### config.mk
export PLATFORM = sky130hd
export DESIGN_NAME = tlb_ptw
export DESIGN_NICKNAME = d
export VERILOG_FILES = /design/src/rtl/tlb_ptw_pkg.sv /design/src/rtl/tlb_pte_check.sv /design/src/rtl/tlb_ptw.sv
export SDC_FILE = /design/constraint.sdc
export NUM_CORES = 1
export LEC_CHECK = 0
export CORE_MARGIN = 5
export CORE_UTILIZATION = 46
export CTS_BUF_LIST = sky130_fd_sc_hd__clkbuf_4
export DETAILED_ROUTE_END_ITERATION = 10
export PLACE_DENSITY = 0.81
export RECOVER_POWER = 100
export SETUP_SLACK_MARGIN = 0.1
export SLEW_MARGIN = 5
export SYNTH_ARGS = -nofsm -noshare
export SYNTH_HDL_FRONTEND = slang
export SYNTH_SLANG_ARGS = --single-unit
### constraint.sdc
create_clock -name clk -period 2 [get_ports clk]
set_clock_uncertainty 0.15 [all_clocks]
set_input_delay 0.5 -clock clk [delete_from_list [all_inputs] [get_ports clk]]
set_output_delay 0.5 -clock clk [all_outputs]
set_load 0.01 [all_outputs]
### src/rtl/tlb_ptw_pkg.sv
// Shared constants for the Sv32 page-table walker: widths, PTE bit positions
// and walker state encodings.
package tlb_ptw_pkg;

  localparam int unsigned VPN_W_DEF = 20;
  localparam int unsigned PPN_W_DEF = 22;
  localparam int unsigned PA_W_DEF  = 34;
  localparam int unsigned PTE_W_DEF = 32;
  localparam int unsigned IDX_W     = 10;

  localparam int unsigned PTE_BIT_V  = 0;
  localparam int unsigned PTE_BIT_R  = 1;
  localparam int unsigned PTE_BIT_W  = 2;
  localparam int unsigned PTE_BIT_X  = 3;
  localparam int unsigned PTE_BIT_U  = 4;
  localparam int unsigned PTE_BIT_G  = 5;
  localparam int unsigned PTE_BIT_A  = 6;
  localparam int unsigned PTE_BIT_D  = 7;
  localparam int unsigned PTE_PPN_LO = 10;
  localparam int unsigned PTE_PPN_HI = 31;

  typedef enum logic [2:0] {
    PTW_IDLE     = 3'd0,
    PTW_MEM_REQ  = 3'd1,
    PTW_MEM_WAIT = 3'd2,
    PTW_CHECK    = 3'd3,
    PTW_RESPOND  = 3'd4
  } ptw_state_e;

endpackage

### src/rtl/tlb_pte_check.sv
// Combinational Sv32 PTE decode: classifies a PTE at a given level as leaf,
// fault or pointer, and expands superpage PPNs with the low VPN index.
module tlb_pte_check
  import tlb_ptw_pkg::*;
(
  input  logic [PTE_W_DEF-1:0] pte,
  input  logic                 level,
  input  logic [IDX_W-1:0]     vpn_lo,
  output logic                 leaf,
  output logic                 fault,
  output logic [PPN_W_DEF-1:0] ppn
);

  logic unused_rsw;

  always_comb begin
    leaf       = 1'b0;
    fault      = 1'b0;
    ppn        = '0;
    unused_rsw = ^pte[PTE_PPN_LO-1 -: 2];
    if (!pte[PTE_BIT_V] || (pte[PTE_BIT_W] && !pte[PTE_BIT_R])) begin
      fault = 1'b1;
    end else if (pte[PTE_BIT_R] || pte[PTE_BIT_X]) begin
      // a level-1 leaf must be 4 MiB aligned
      if (level && (pte[PTE_PPN_LO +: IDX_W] != '0)) begin
        fault = 1'b1;
      end else begin
        leaf = 1'b1;
        ppn  = level ? {pte[PTE_PPN_HI -: (PPN_W_DEF - IDX_W)], vpn_lo}
                     : pte[PTE_PPN_HI:PTE_PPN_LO];
      end
    end else if (!level) begin
      fault = 1'b1;
    end
  end

endmodule

### src/rtl/tlb_ptw.sv
// Two-level Sv32 page-table walker: one walk at a time, single-outstanding
// PTE reads, registered response to the TLB controller.
module tlb_ptw
  import tlb_ptw_pkg::*;
#(
  parameter int unsigned VPN_W = VPN_W_DEF,
  parameter int unsigned PPN_W = PPN_W_DEF,
  parameter int unsigned PA_W  = PA_W_DEF,
  parameter int unsigned PTE_W = PTE_W_DEF
) (
  input  logic             clk,
  input  logic             rst,
  input  logic [PPN_W-1:0] satp_ppn_i,
  input  logic             ptw_req_valid_i,
  output logic             ptw_req_ready_o,
  input  logic [VPN_W-1:0] ptw_req_vpn_i,
  output logic             ptw_resp_valid_o,
  input  logic             ptw_resp_ready_i,
  output logic [PPN_W-1:0] ptw_resp_ppn_o,
  output logic [7:0]       ptw_resp_flags_o,
  output logic             ptw_resp_super_o,
  output logic             ptw_resp_fault_o,
  output logic             mem_req_valid_o,
  input  logic             mem_req_ready_i,
  output logic [PA_W-1:0]  mem_req_addr_o,
  input  logic             mem_resp_valid_i,
  output logic             mem_resp_ready_o,
  input  logic [PTE_W-1:0] mem_resp_data_i
);

  ptw_state_e       state_q, state_d;
  logic             level_q;
  logic [VPN_W-1:0] vpn_q;
  logic [PPN_W-1:0] table_ppn_q;
  logic [PTE_W-1:0] pte_q;
  logic [PPN_W-1:0] resp_ppn_q;
  logic [7:0]       resp_flags_q;
  logic             resp_super_q;
  logic             resp_fault_q;
  logic [IDX_W-1:0] idx;
  logic             chk_leaf;
  logic             chk_fault;
  logic [PPN_W-1:0] chk_ppn;

  tlb_pte_check u_pte_check (
    .pte    (pte_q),
    .level  (level_q),
    .vpn_lo (vpn_q[IDX_W-1:0]),
    .leaf   (chk_leaf),
    .fault  (chk_fault),
    .ppn    (chk_ppn)
  );

  always_ff @(posedge clk) begin
    if (!rst) state_q <= PTW_IDLE;
    else      state_q <= state_d;
  end

  always_comb begin
    state_d = PTW_IDLE;
    case (state_q)
      PTW_IDLE:     state_d = ptw_req_valid_i ? PTW_MEM_REQ : PTW_IDLE;
      PTW_MEM_REQ:  state_d = mem_req_ready_i ? PTW_MEM_WAIT : PTW_MEM_REQ;
      PTW_MEM_WAIT: state_d = mem_resp_valid_i ? PTW_CHECK : PTW_MEM_WAIT;
      PTW_CHECK:    state_d = (chk_fault || chk_leaf) ? PTW_RESPOND : PTW_MEM_REQ;
      PTW_RESPOND:  state_d = ptw_resp_ready_i ? PTW_IDLE : PTW_RESPOND;
      default:      state_d = PTW_IDLE;
    endcase
  end

  always_comb begin
    ptw_req_ready_o  = (state_q == PTW_IDLE);
    mem_req_valid_o  = (state_q == PTW_MEM_REQ);
    mem_resp_ready_o = (state_q == PTW_MEM_WAIT);
    ptw_resp_valid_o = (state_q == PTW_RESPOND);
    ptw_resp_ppn_o   = resp_ppn_q;
    ptw_resp_flags_o = resp_flags_q;
    ptw_resp_super_o = resp_super_q;
    ptw_resp_fault_o = resp_fault_q;
  end

  // Address is a pure function of walk registers, so it stays put while stalled.
  always_comb begin
    idx            = level_q ? vpn_q[VPN_W-1 -: IDX_W] : vpn_q[IDX_W-1:0];
    mem_req_addr_o = {table_ppn_q, idx, 2'b00};
  end

  always_ff @(posedge clk) begin
    if (!rst) begin
      level_q      <= 1'b0;
      vpn_q        <= '0;
      table_ppn_q  <= '0;
      pte_q        <= '0;
      resp_ppn_q   <= '0;
      resp_flags_q <= '0;
      resp_super_q <= 1'b0;
      resp_fault_q <= 1'b0;
    end else begin
      case (state_q)
        PTW_IDLE: begin
          if (ptw_req_valid_i) begin
            vpn_q       <= ptw_req_vpn_i;
            table_ppn_q <= satp_ppn_i;
            level_q     <= 1'b1;
          end
        end
        PTW_MEM_WAIT: begin
          if (mem_resp_valid_i) pte_q <= mem_resp_data_i;
        end
        PTW_CHECK: begin
          if (chk_fault) begin
            resp_ppn_q   <= '0;
            resp_flags_q <= '0;
            resp_super_q <= 1'b0;
            resp_fault_q <= 1'b1;
          end else if (chk_leaf) begin
            resp_ppn_q   <= chk_ppn;
            resp_flags_q <= pte_q[7:0];
            resp_super_q <= level_q;
            resp_fault_q <= 1'b0;
          end else begin
            table_ppn_q <= pte_q[PTE_PPN_HI:PTE_PPN_LO];
            level_q     <= 1'b0;
          end
        end
        default: ;
      endcase
    end
  end

endmodule

==> summary.txt <==
status - finished, violations left
failing checks - negative setup slack
EDFF count, synth - 0
static leakage - 2.694 nW
peak supply drop - 370.2 µV
Site Rows - 35
gr usage total - 0.2203
hold path depth - 2
top cell type's share of synthesized area - 0.5131
Clock Pin Slew Worst Setup and Hold Paths - 170 ps
Placed Instances - 722
pwr dens - 659.1 nW/µm²
sequential power share - 0.548
Finished Layout Cells - 758
final worst slack - -99.04 ps
reg2reg end - table_ppn_q[1]
Max Freq - 476.4 MHz
vias in the first global route - 4031
via count - 4151
P_sw - 0.001223 W
Yosys reg bits - 108
combinational power share - 0.211
Mean Syn Cell Area - 8.909 µm²
initial antenna violation count - 1
register area share after synthesis - 0.5131
Core ar. - 9065 µm²
Post-DRT Antenna Nets - 0
WL final - 13850 µm
DRT iter0 DRCs - 218
Sw Ratio - 0.2878
Min-Delay Path Class - register to register
Data arrival, critical path - 1450 ps
via density per instance - 5.476
Fillers - 684
drt first pass iters - 5
leading area contributor after synthesis - dfxtp_1
clk sinks - 108
crit end category - output port
ratio of cells with drive above 1 in the final layout - 0.2245
Slew Limit Headroom - 0.6098
number of H-tree levels - 3
WS Path Type - register to output port
Post-Syn Area - 4214 µm²
maxcap violations - 0
Final Wtd Congestion - 0.8417
dpl ws - -358.7 ps
Critical path destination - mem_req_addr_o[6]
Worst Hold Margin - 309.8 ps
RSZ-0062 raised after global routing - yes
largest net degree at the start of global routing - 36
effective utilization at floorplan - 0.4649
final max-slew violation count - 0
Overflow after GRT - 0
Reg2Reg Depth - 7
TritonCTS Buffers - 9
IO Pins - 150
fraction of registers with async set/reset - 0
most common cell in the netlist - nand2_1
Max Fanout on Critical Path - 6
Fin. Hold Viols - 0
crit share post-route - 1.050
Post-synth top cells - nand2_1 (134), dfxtp_1 (108), a21oi_1 (53)
wire per inst - 18.27 µm
setup TNS - -888.4 ps
Netlist cell types - 39
Least-Margin Pin Slew - 585.3 ps
Worst-Skew Late Latency - 440 ps
RR Startpoint - state_q[2]
# port buffers - 145
Clk network pwr share - 0.241
CTS root buf - clkbuf_4
WP data required - 1350 ps
Nets - 721
top post-synthesis cells by area - dfxtp_1 (51%), nand2_1 (12%), a21oi_1 (6.3%)
YS warnings - 0
first-pass GRT wire length - 19790 µm
post-layout min period - 2099 ps
full die area - 11170 µm²
synth-to-layout area growth - 52.97%
Internal - 0.003026 W
setup violators final - 11
CP startpoint - level_q
Die H - 105.7 µm
Syn Inst Count - 473
Main synth FF type - dfxtp_1
Worst R2R Setup Slack - -10 ps
CTS tree - done
HPWL Detailed - 9137 µm
Remaining DRCs - 0
Die X - 105.7 µm
Startpoint Class - register
CTS Hold Bufs - 0
CTS Buffer Depth - 2
repair_timing:
item,CTS,global route
buffers inserted,6,9
gates cloned,1,3
gates resized for setup,153,47
setup endpoints to repair,109,52
endpoints found under the hold margin,0,0
pin swaps,1,19
cell families (layout without fill, tap and decap cells):
family | after synthesis | after routing | synth area share
other | 1 | 3 | 0.0008899
buffers and inverters | 44 | 216 | 0.04691
and+or+nand+nor | 184 | 184 | 0.1865
DFF | 108 | 108 | 0.5131
muxes | 20 | 20 | 0.05048
AOI/OAI and AO/OA | 116 | 116 | 0.2022
cell type report:
class,instances,area [µm²],share of cell area
Sequential cell,108,2188,0.3395
Multi-Input combinational cell,322,2088,0.3240
Timing Repair Buffer,197,1894,0.2939
Tap cell,111,138.9,0.02155
Clock buffer,10,75.07,0.01165
Clock inverter,6,47.55,0.007376
Inverter,3,11.26,0.001747
Antenna cell,1,2.502,0.0003882
worst max-delay path, cell delays in order (launching register included):
cell	delay, ps
dfxtp_4	430
buf_12	140
mux2_4	310
buf_6	120
metal layers:
layer	GRT usage	up-vias	wire [µm]
li1	-	1974	-
met1	0.2628	1974	5611
met2	0.3780	173	6873
met3	0.06552	30	1034
met4	0.07401	0	332
met5	0	-	0
cells in the final DEF, fill, tap and decap left out, drive strengths merged, types with 2 or more instances in the layout:
master | Yosys | final
o21ai | 4 | 4
inv | 3 | 5
a22o | 19 | 19
a311oi | 10 | 10
clkdlybuf4s50 | 0 | 76
conb | 1 | 2
buf | 16 | 63
nand3 | 12 | 12
clkbuf | 25 | 13
o2bb2ai | 11 | 11
nand3b | 2 | 2
or4b | 2 | 2
a22oi | 12 | 12
mux2 | 10 | 10
nor3 | 2 | 2
a31oi | 3 | 3
nor2 | 17 | 17
dlygate4sd2 | 0 | 54
nand2b | 2 | 2
nor4 | 3 | 3
a21oi | 53 | 53
nor3b | 2 | 2
nor4b | 2 | 2
nand2 | 134 | 134
clkinv | 0 | 2
mux2i | 10 | 10
dfxtp | 108 | 108
clkinvlp | 0 | 2
sequential cells by signal (all words and copies together), names as in the netlist:
name	flops
ptw_resp_ppn_o	22
ptw_resp_super_o	1
ptw_resp_fault_o	1
state_q	3
pte_q	30
ptw_resp_flags_o	8
table_ppn_q	22
vpn_q	20
level_q	1
worst min path at each step:
| stage | from | end |
|---|---|---|
| 6_report | table_ppn_q[10] | table_ppn_q[10] |
| 3_5_place_dp | ptw_resp_flags_o[0] | ptw_resp_flags_o[0] |
| 3_3_place_gp | table_ppn_q[15] | table_ppn_q[15] |
| 4_1_cts | table_ppn_q[10] | table_ppn_q[10] |
| 5_1_grt | table_ppn_q[10] | table_ppn_q[10] |
| 2_1_floorplan | vpn_q[10] | vpn_q[10] |
through the flow:
stage	util	cell area (µm²)	power [W]
floorplan	-	4218	0.002683
global route	0.7111	6446	0.004420
detailed placement	0.6526	5916	0.003092
global placement	0.6526	5916	0.003074
CTS	0.6780	6146	0.004111
finish	0.7111	6446	0.004249
power by group through the flow:
stage	clock [W]	sequential (W)	combinational, W
floorplan	0	0.00235	0.000333
global placement	0	0.00235	0.000723
detailed placement	0	0.00236	0.000736
CTS	0.00103	0.00231	0.000772
global route	0.00113	0.00234	0.000951
finish	0.00103	0.00233	0.000895
Power figures use the tool's default switching activity.
